<file path="src/rtl/snes_pad_poller.sv">
// SNES controller poller: periodically (or on request) latches the pad,
// clocks out 16 serial bits, validates the ID nibble and publishes a
// debounced button byte with press/update pulses.
module snes_pad_poller #(
  parameter int unsigned POLL_CYCLES = 833334,
  parameter int unsigned HALF_CYCLES = 300
) (
  input  logic       clk,
  input  logic       reset,
  input  logic       poll_now,
  input  logic       pad_data,
  output logic       pad_latch,
  output logic       pad_clk,
  output logic [7:0] controller_report,
  output logic [7:0] press_pulse,
  output logic       report_update,
  output logic       pad_present,
  output logic       busy
);

  typedef enum logic [2:0] {
    S_IDLE,
    S_LATCH,
    S_CLK_LO,
    S_CLK_HI,
    S_DONE
  } state_t;

  localparam logic [23:0] POLL_LAST  = 24'(POLL_CYCLES - 1);
  localparam logic [16:0] LATCH_LAST = 17'(2 * HALF_CYCLES - 1);
  localparam logic [16:0] HALF_LAST  = 17'(HALF_CYCLES - 1);

  state_t      r_state;
  logic [23:0] r_poll_cnt;
  logic [16:0] r_phase;
  logic [3:0]  r_bit_idx;
  logic [15:0] r_shift;
  logic [7:0]  r_cand;
  logic [7:0]  r_report;
  logic [7:0]  r_press;
  logic        r_update;
  logic        r_present;
  logic        r_latch;
  logic        r_pclk;
  logic        r_busy;
  logic        r_sync_meta;
  logic        r_sync;

  logic        w_wrap;
  logic        w_start;
  logic        w_frame_ok;
  logic [7:0]  w_decoded;

  // Two-flop synchronizer for the asynchronous pad data line
  always_ff @(posedge clk or posedge reset) begin
    if (reset) begin
      r_sync_meta <= 1'b1;
      r_sync      <= 1'b1;
    end else begin
      r_sync_meta <= pad_data;
      r_sync      <= r_sync_meta;
    end
  end

  // Frame triggers, ID check and raw-to-report bit mapping (raw 0 = pressed)
  always_comb begin
    w_wrap     = (r_poll_cnt == POLL_LAST);
    w_start    = (r_state == S_IDLE) && (poll_now || w_wrap);
    w_frame_ok = &r_shift[15:12];
    w_decoded  = {~r_shift[8], ~r_shift[0], ~r_shift[2], ~r_shift[3],
                  ~r_shift[7], ~r_shift[6], ~r_shift[5], ~r_shift[4]};
  end

  // Poll counter, serial FSM and debounced report update
  always_ff @(posedge clk or posedge reset) begin
    if (reset) begin
      r_state    <= S_IDLE;
      r_poll_cnt <= '0;
      r_phase    <= '0;
      r_bit_idx  <= '0;
      r_shift    <= '1;
      r_cand     <= '0;
      r_report   <= '0;
      r_press    <= '0;
      r_update   <= 1'b0;
      r_present  <= 1'b0;
      r_latch    <= 1'b0;
      r_pclk     <= 1'b1;
      r_busy     <= 1'b0;
    end else begin
      r_press  <= '0;
      r_update <= 1'b0;

      // A manual poll in IDLE restarts the period; wraps elsewhere are simply lost
      if ((r_state == S_IDLE && poll_now) || w_wrap) begin
        r_poll_cnt <= '0;
      end else begin
        r_poll_cnt <= r_poll_cnt + 1'b1;
      end

      case (r_state)
        S_IDLE: begin
          if (w_start) begin
            r_state <= S_LATCH;
            r_phase <= '0;
            r_latch <= 1'b1;
            r_pclk  <= 1'b1;
            r_busy  <= 1'b1;
          end
        end

        S_LATCH: begin
          if (r_phase == LATCH_LAST) begin
            r_shift[0] <= r_sync;
            r_bit_idx  <= 4'd1;
            r_phase    <= '0;
            r_state    <= S_CLK_LO;
            r_latch    <= 1'b0;
            r_pclk     <= 1'b0;
          end else begin
            r_phase <= r_phase + 1'b1;
          end
        end

        S_CLK_LO: begin
          if (r_phase == HALF_LAST) begin
            r_phase <= '0;
            r_state <= S_CLK_HI;
            r_pclk  <= 1'b1;
          end else begin
            r_phase <= r_phase + 1'b1;
          end
        end

        S_CLK_HI: begin
          if (r_phase == HALF_LAST) begin
            r_shift[r_bit_idx] <= r_sync;
            r_phase            <= '0;
            if (r_bit_idx == 4'd15) begin
              r_state <= S_DONE;
            end else begin
              r_bit_idx <= r_bit_idx + 1'b1;
              r_state   <= S_CLK_LO;
              r_pclk    <= 1'b0;
            end
          end else begin
            r_phase <= r_phase + 1'b1;
          end
        end

        S_DONE: begin
          r_state   <= S_IDLE;
          r_busy    <= 1'b0;
          r_bit_idx <= '0;
          if (w_frame_ok) begin
            r_present <= 1'b1;
            if ((w_decoded == r_cand) && (w_decoded != r_report)) begin
              r_report <= w_decoded;
              r_press  <= w_decoded & ~r_report;
              r_update <= 1'b1;
            end
            r_cand <= w_decoded;
          end else begin
            r_present <= 1'b0;
            r_cand    <= '0;
            r_report  <= '0;
            r_update  <= |r_report;
          end
        end

        default: begin
          r_state <= S_IDLE;
          r_latch <= 1'b0;
          r_pclk  <= 1'b1;
          r_busy  <= 1'b0;
        end
      endcase
    end
  end

  assign pad_latch         = r_latch;
  assign pad_clk           = r_pclk;
  assign controller_report = r_report;
  assign press_pulse       = r_press;
  assign report_update     = r_update;
  assign pad_present       = r_present;
  assign busy              = r_busy;

endmodule

</file>
<file path="config.mk">
export PLATFORM = sky130hd
export DESIGN_NAME = snes_pad_poller
export DESIGN_NICKNAME = d
export VERILOG_FILES = /design/src/rtl/snes_pad_poller.sv
export SDC_FILE = /design/constraint.sdc
export NUM_CORES = 1
export LEC_CHECK = 0
export ABC_AREA = 1
export CAP_MARGIN = 15
export CORE_UTILIZATION = 43
export CTS_CLUSTER_DIAMETER = 100
export DETAILED_ROUTE_END_ITERATION = 10
export PLACE_DENSITY = 0.68
export RECOVER_POWER = 25
export SETUP_SLACK_MARGIN = 0.2
export SLEW_MARGIN = 15
export SYNTH_ARGS = -nofsm -noshare
export SYNTH_HDL_FRONTEND = slang
export SYNTH_SLANG_ARGS = --single-unit
export TNS_END_PERCENT = 10
</file>
<file path="constraint.sdc">
create_clock -name clk -period 7.05 [get_ports clk]
set_input_delay 1.41 -clock clk [delete_from_list [all_inputs] [get_ports clk]]
set_output_delay 1.41 -clock clk [all_outputs]
set_load 0.03 [all_outputs]
</file>
==> flow_summary.yaml, run 1 <==
critical_path:
  path_max_fanout: 52
  cp.arrival_ps: 3670
  ff2ff_path_depth: 7
  critical_path_class: "in2async"
  start_kind: "primary input"
  crit_path_end_kind: "asynchronous set/reset pin"
  required_ps: 7460
floorplanning:
  ios: 25
  fp.coreArea_mm2: 0.0121
  die_area_mm2: 0.0130
  start_util_pct: 44.6
  dieWidth_um: 114
  die_y_um: 114
  fp-row-count: 40
clock_network:
  cts-resized-gates: 0
  cts_tree: "yes"
  cts_hold_buf: 0
  cts-root-buf: "clkbuf_16"
  insertion_delay_ps: 350
  htreeDepth: 3
  cts_sinks: 91
  cts_buffers: 9
  cts_buffer_depth: 2
  post_cts_buffers: 0
  clk_pin_slew_ps: 60
drt:
  dr.pass1.iters: 5
  routed_via_density: 5.04
  wl_mm: 12.1
  avgRoutedWirePerCell_um: 13.0
  drt_iter0_drc: 411
  via_count: 4710
  drc_errors: 0
  postRouteAntennaNets: 0
global_route:
  antenna_found_initial: 0
  grt_pass1_vias: 4602
  use_met3_pct: 3.49
  grt_start_max_net_pins: 53
  grt_usage_pct: 20.8
  grt_pass1_wl_mm: 21.7
  met2_usage_pct: 35.9
  use_met1_pct: 26.9
  grt_overflow: 0
  gr-max-usage-layer: "met2"
timing:
  maxSlewViolCount: 41
  setup_viol: 0
  slew_headroom_pct: -11.8
  fmax_mhz: 307
  setup_ws_ps: 3790
  rsz0062_at_grt: "false"
  tightestPinTransition_ps: 1670
  hold_viol_final: 0
  finalCritPeriodShare_pct: 46.2
  fin_skew_ps: 9.72
  final.min_clock_period_ps: 3260
  setup_tns_ps: 0
logic_synthesis:
  synth-seq-cells: 91
  seq_area_frac_synth_pct: 42.5
  syn_area_per_cell_um2: 7.31
  synth.top_cell.area_share_pct: 35.2
  yosysWarnings: 0
  syn_inst: 740
  syn_area_mm2: 0.00541
  synth_cell_types: 35
  synth_area_leader_cell: "dfrtp_1"
  syn_nets: 759
  synth_area_leaders: "dfrtp_1 (35%), nand2_1 (16%), nor2_1 (7.4%)"
placement:
  place_ws_ps: 4040
  hpwl_mm: 8.68
  port_buffers: 24
  place.gp.congestion: 0.890
  place_area_mm2: 0.00576
power_and_ir_drop:
  leakagePower_nw: 2.84
  powerDensity_mw_per_mm2: 176
  ir_worst_vdd_uv: 106
final_layout:
  n_antenna_cell: 0
  area_growth_pct: 12.5
  drive_above_1_share_pct: 7.83
  fillers: 1197
  fin_nets: 780
  final_cell_area_mm2: 0.00608
outcome:
  violations: "capacitance limit, slew limit"
  outcome: "complete, but fails checks"
worst_hold_path:
  holdCritPathClass: "reg2reg"
  min_path_cells: 0
flow_run:
  maxCapViolCount: 1
[sequential cells by signal (all words and copies together) (netlist names)]
signal	flops
r_cand	8
r_shift	12
pad_clk	1
r_sync_meta	1
press_pulse	8
r_phase	17
r_bit_idx	4
r_state	3
r_sync	1
r_poll_cnt	24
pad_present	1
report_update	1
controller_report	8
busy	1
pad_latch	1
[worst max-delay path: stages]
cell           delay [ps]
dlygate4sd3_1         550
clkinvlp_2            970
buf_4                 700
[final cells by class]
cell class,count,area [µm²],area share (%)
clock buffer,10,239,3.93
sequential,91,2300,37.7
timing repair buffer,25,248,4.07
clock inverter,6,93.8,1.54
inverter,89,335,5.51
multi-input combinational,545,2660,43.7
tap,168,210,3.46
[placed cells by master, fill, tap and decap left out, drive strengths merged]
cell type	n
xnor2	4
nand2	241
or2	1
o32ai	1
nand4	26
o21ai	13
clkbuf	10
clkinvlp	2
dfstp	15
clkinv	1
nand3	64
o21bai	2
dfrtp	76
xor2	10
ha	15
nor2	116
nor3b	12
o22ai	8
o211ai	6
nor2b	1
buf	1
a21o	3
inv	90
nor3	16
a21oi	5
and3	1
dlygate4sd3	3
clkdlybuf4s50	21
bufinv	2
[cell usage after synthesis (all sizes together)]
cell    count
nor3b      12
nor3       16
xnor2       4
inv        89
dfstp      15
nand2     241
nor2b       1
xor2       10
nand3      64
o211ai      6
dfrtp      76
buf        15
a21oi       5
o21bai      2
o21ai      13
or2         1
a21o        3
nor2      116
o32ai       1
ha         15
and3        1
o22ai       8
nand4      26
[metal layers]
layer	routed length (µm)	up-vias
li1	-	2400
met1	5590	2200
met2	5980	99
met3	427	11
met4	109	0
met5	0	-
[final timing paths]
kind | startpoint | slack [ps] | end
min in group asynchronous | reset | 1930 | controller_report[6]
max reg2reg | r_phase[0] | 4590 | r_shift[13]
max | reset | 3790 | r_bit_idx[3]
max in group clk | pad_clk | 4110 | pad_clk
min reg2reg | r_sync_meta | 360 | r_sync
min | r_sync_meta | 360 | r_sync
[logic make-up (layout without fill, tap and decap cells)]
family,Yosys count,after routing,synth area share [%]
buffers and inverters,104,130,8.12
xor gates and xnor gates,14,14,2.27
AOI/OAI and AO/OA,38,38,4.28
and+or+nand+nor,478,478,39.4
adders and majority gates,15,15,3.47
DFF,91,91,42.5
[report_power, final]
| group | switching (mW) | internal, mW |
|---|---|---|
| Clock | 0.212 | 0.323 |
| Sequential | 0.00113 | 0.523 |
| Combinational | 0.0102 | 0.00165 |
[stage by stage]
stage | power, mW | cells | hold slack [ps] | utilization, %
after global routing | 1.11 | 934 | 363 | 50.2
after CTS | 1.08 | 934 | 358 | 50.3
after detailed placement | 0.547 | 918 | 349 | 47.6
after global placement | 0.547 | 918 | 346 | 47.6
after floorplan | 0.542 | 740 | 345 | -
final | 1.07 | 934 | 356 | 50.2
No activity file was read; power rests on OpenSTA's default activity.
==> run 2: changes to the inputs <==
==> constraint.sdc (replaced) <==
create_clock -name clk -period 3.4 [get_ports clk]
set_input_delay 0.68 -clock clk [delete_from_list [all_inputs] [get_ports clk]]
set_output_delay 0.68 -clock clk [all_outputs]
set_load 0.03 [all_outputs]
==> flow_summary.yaml, run 2 (same netlist as run 1, synthesis figures left out) <==
critical_path:
  cpPeakStageDelay_ps: 660
  path_delay_family: "buffers and inverters"
  cp.arrival_ps: 1530
  path_cells: "clkdlybuf4s50_1"
  critical_path_class: "reg2out"
  r2r_end: "press_pulse[1]"
  r2r_slack_ps: 1430
  start_kind: "flop"
  crit_path_end_kind: "output port"
  cpMaxStageDelayCell: "clkdlybuf4s50_1"
  r2r-start: "r_state[1]"
  path_max_fanout: 2
  path_buf_inv: 1
  required_ps: 2720
  ff2ff_path_depth: 5
power_and_ir_drop:
  powerDensity_mw_per_mm2: 353
  leakagePower_nw: 2.83
  ir_worst_vdd_uv: 307
floorplanning:
  dieWidth_um: 114
  die_area_mm2: 0.0130
  die_y_um: 114
  ios: 25
  start_util_pct: 44.6
  fp-row-count: 40
  fp.coreArea_mm2: 0.0121
final_layout:
  drive_above_1_share_pct: 7.96
  fin_nets: 780
  area_growth_pct: 12.4
  reg_top3: "r_poll_cnt: 24 flops, r_phase: 17 flops, r_shift: 12 flops"
  final_cell_area_mm2: 0.00608
  largest_register: "r_poll_cnt"
  largest_reg_flops: 24
  n_antenna_cell: 0
  final_cell_mix: "nand2_1 (235), nor2_1 (106), inv_1 (85)"
  final_common_cell: "nand2_1"
drt:
  routed_via_density: 4.99
  via_count: 4658
  wl_mm: 11.8
  postRouteAntennaNets: 0
  dr.pass1.iters: 5
  drc_errors: 0
  drt_iter0_drc: 328
  avgRoutedWirePerCell_um: 12.6
global_route:
  grt_overflow: 0
  antenna_found_initial: 0
  grt_pass1_vias: 4389
  grt_pass1_wl_mm: 20.5
  grt_start_max_net_pins: 53
  grt_usage_pct: 19.6
timing:
  fmax_mhz: 452
  slew_headroom_pct: -18.6
  hold_viol_final: 0
  finalCritPeriodShare_pct: 65.0
  tightestPinTransition_ps: 1770
  final.min_clock_period_ps: 2210
  maxSlewViolCount: 40
  rsz0062_at_grt: "false"
  fin_skew_ps: 9.64
  setup_tns_ps: 0
  setup_viol: 0
flow_run:
  maxCapViolCount: 1
placement:
  place.gp.congestion: 0.911
  hpwl_mm: 8.41
  port_buffers: 24
  place_area_mm2: 0.00577
worst_hold_path:
  min_path_cells: 0
  worst_hold_path.endpoint: "r_sync"
  worstHoldStart: "r_sync_meta"
  holdCritPathClass: "reg2reg"
clock_network:
  post_cts_buffers: 0
  insertion_delay_ps: 350
  htreeDepth: 3
  cts_tree: "yes"
  cts_buffers: 9
  cts_hold_buf: 0
  cts_buffer_depth: 2
  cts-resized-gates: 0
  cts_sinks: 91
  cts-root-buf: "clkbuf_16"
  clk_pin_slew_ps: 60
outcome:
  outcome: "complete, but fails checks"
  violations: "capacitance limit, slew limit"
[run 2: cell types whose count changed in the layout (fill, tap and decap cells not counted)]
cell             change
nand2_1              +1
nor2_4               +1
nand3_2              +1
buf_12               +1
dlygate4sd3_1        -1
clkdlybuf4s50_1      +1
nor2_1               -1
bufinv_16            -1
buf_4                -1
nand2_4              -1
clkinvlp_4           +1
nand3_1              -1
[run 2: through the flow]
step	power, mW	utilization [%]	setup slack [ps]	hold WS [ps]	cells
floorplan	1.12	-	381	345	740
global placement	1.14	47.7	1320	346	918
detailed placement	1.14	47.7	1300	348	918
CTS	2.18	50.2	1170	358	934
global route	2.22	50.2	895	358	934
finish	2.15	50.2	1190	357	934
[run 2: cell type report]
| class | instances | area, µm² |
|---|---|---|
| Clock inverter | 6 | 71.3 |
| Sequential cell | 91 | 2300 |
| Timing Repair Buffer | 25 | 260 |
| Tap cell | 168 | 210 |
| Inverter | 89 | 335 |
| Multi-Input combinational cell | 545 | 2670 |
| Fill cell | 1187 | 6030 |
| Clock buffer | 10 | 239 |
[run 2: how the worst max path moves through the flow]
stage | from | end | slack, ps | depth (start not counted)
floorplan | reset | busy | 380 | 1
finish | pad_clk | pad_clk | 1190 | 1
CTS | pad_clk | pad_clk | 1170 | 1
detailed placement | poll_now | r_poll_cnt[11] | 1300 | 4
global placement | poll_now | r_poll_cnt[11] | 1320 | 4
global route | reset | r_sync_meta | 900 | 3
[run 2: where the power goes]
group	switching, mW	leakage (nW)	total (mW)	internal, mW
logic	0.0215	1.50	0.0269	0.00542
registers	0.00234	1.18	1.09	1.09
clock network	0.438	0.146	1.03	0.596
total	0.461	2.83	2.15	1.69
[run 2: routing by layer]
layer,vias to the layer above,share of wire [%],global-route usage (%)
met5,-,0,0
met4,0,1.1,5.28
met3,12,4.2,4.24
met2,107,48,32.6
met1,2144,47,25.9
li1,2395,-,-
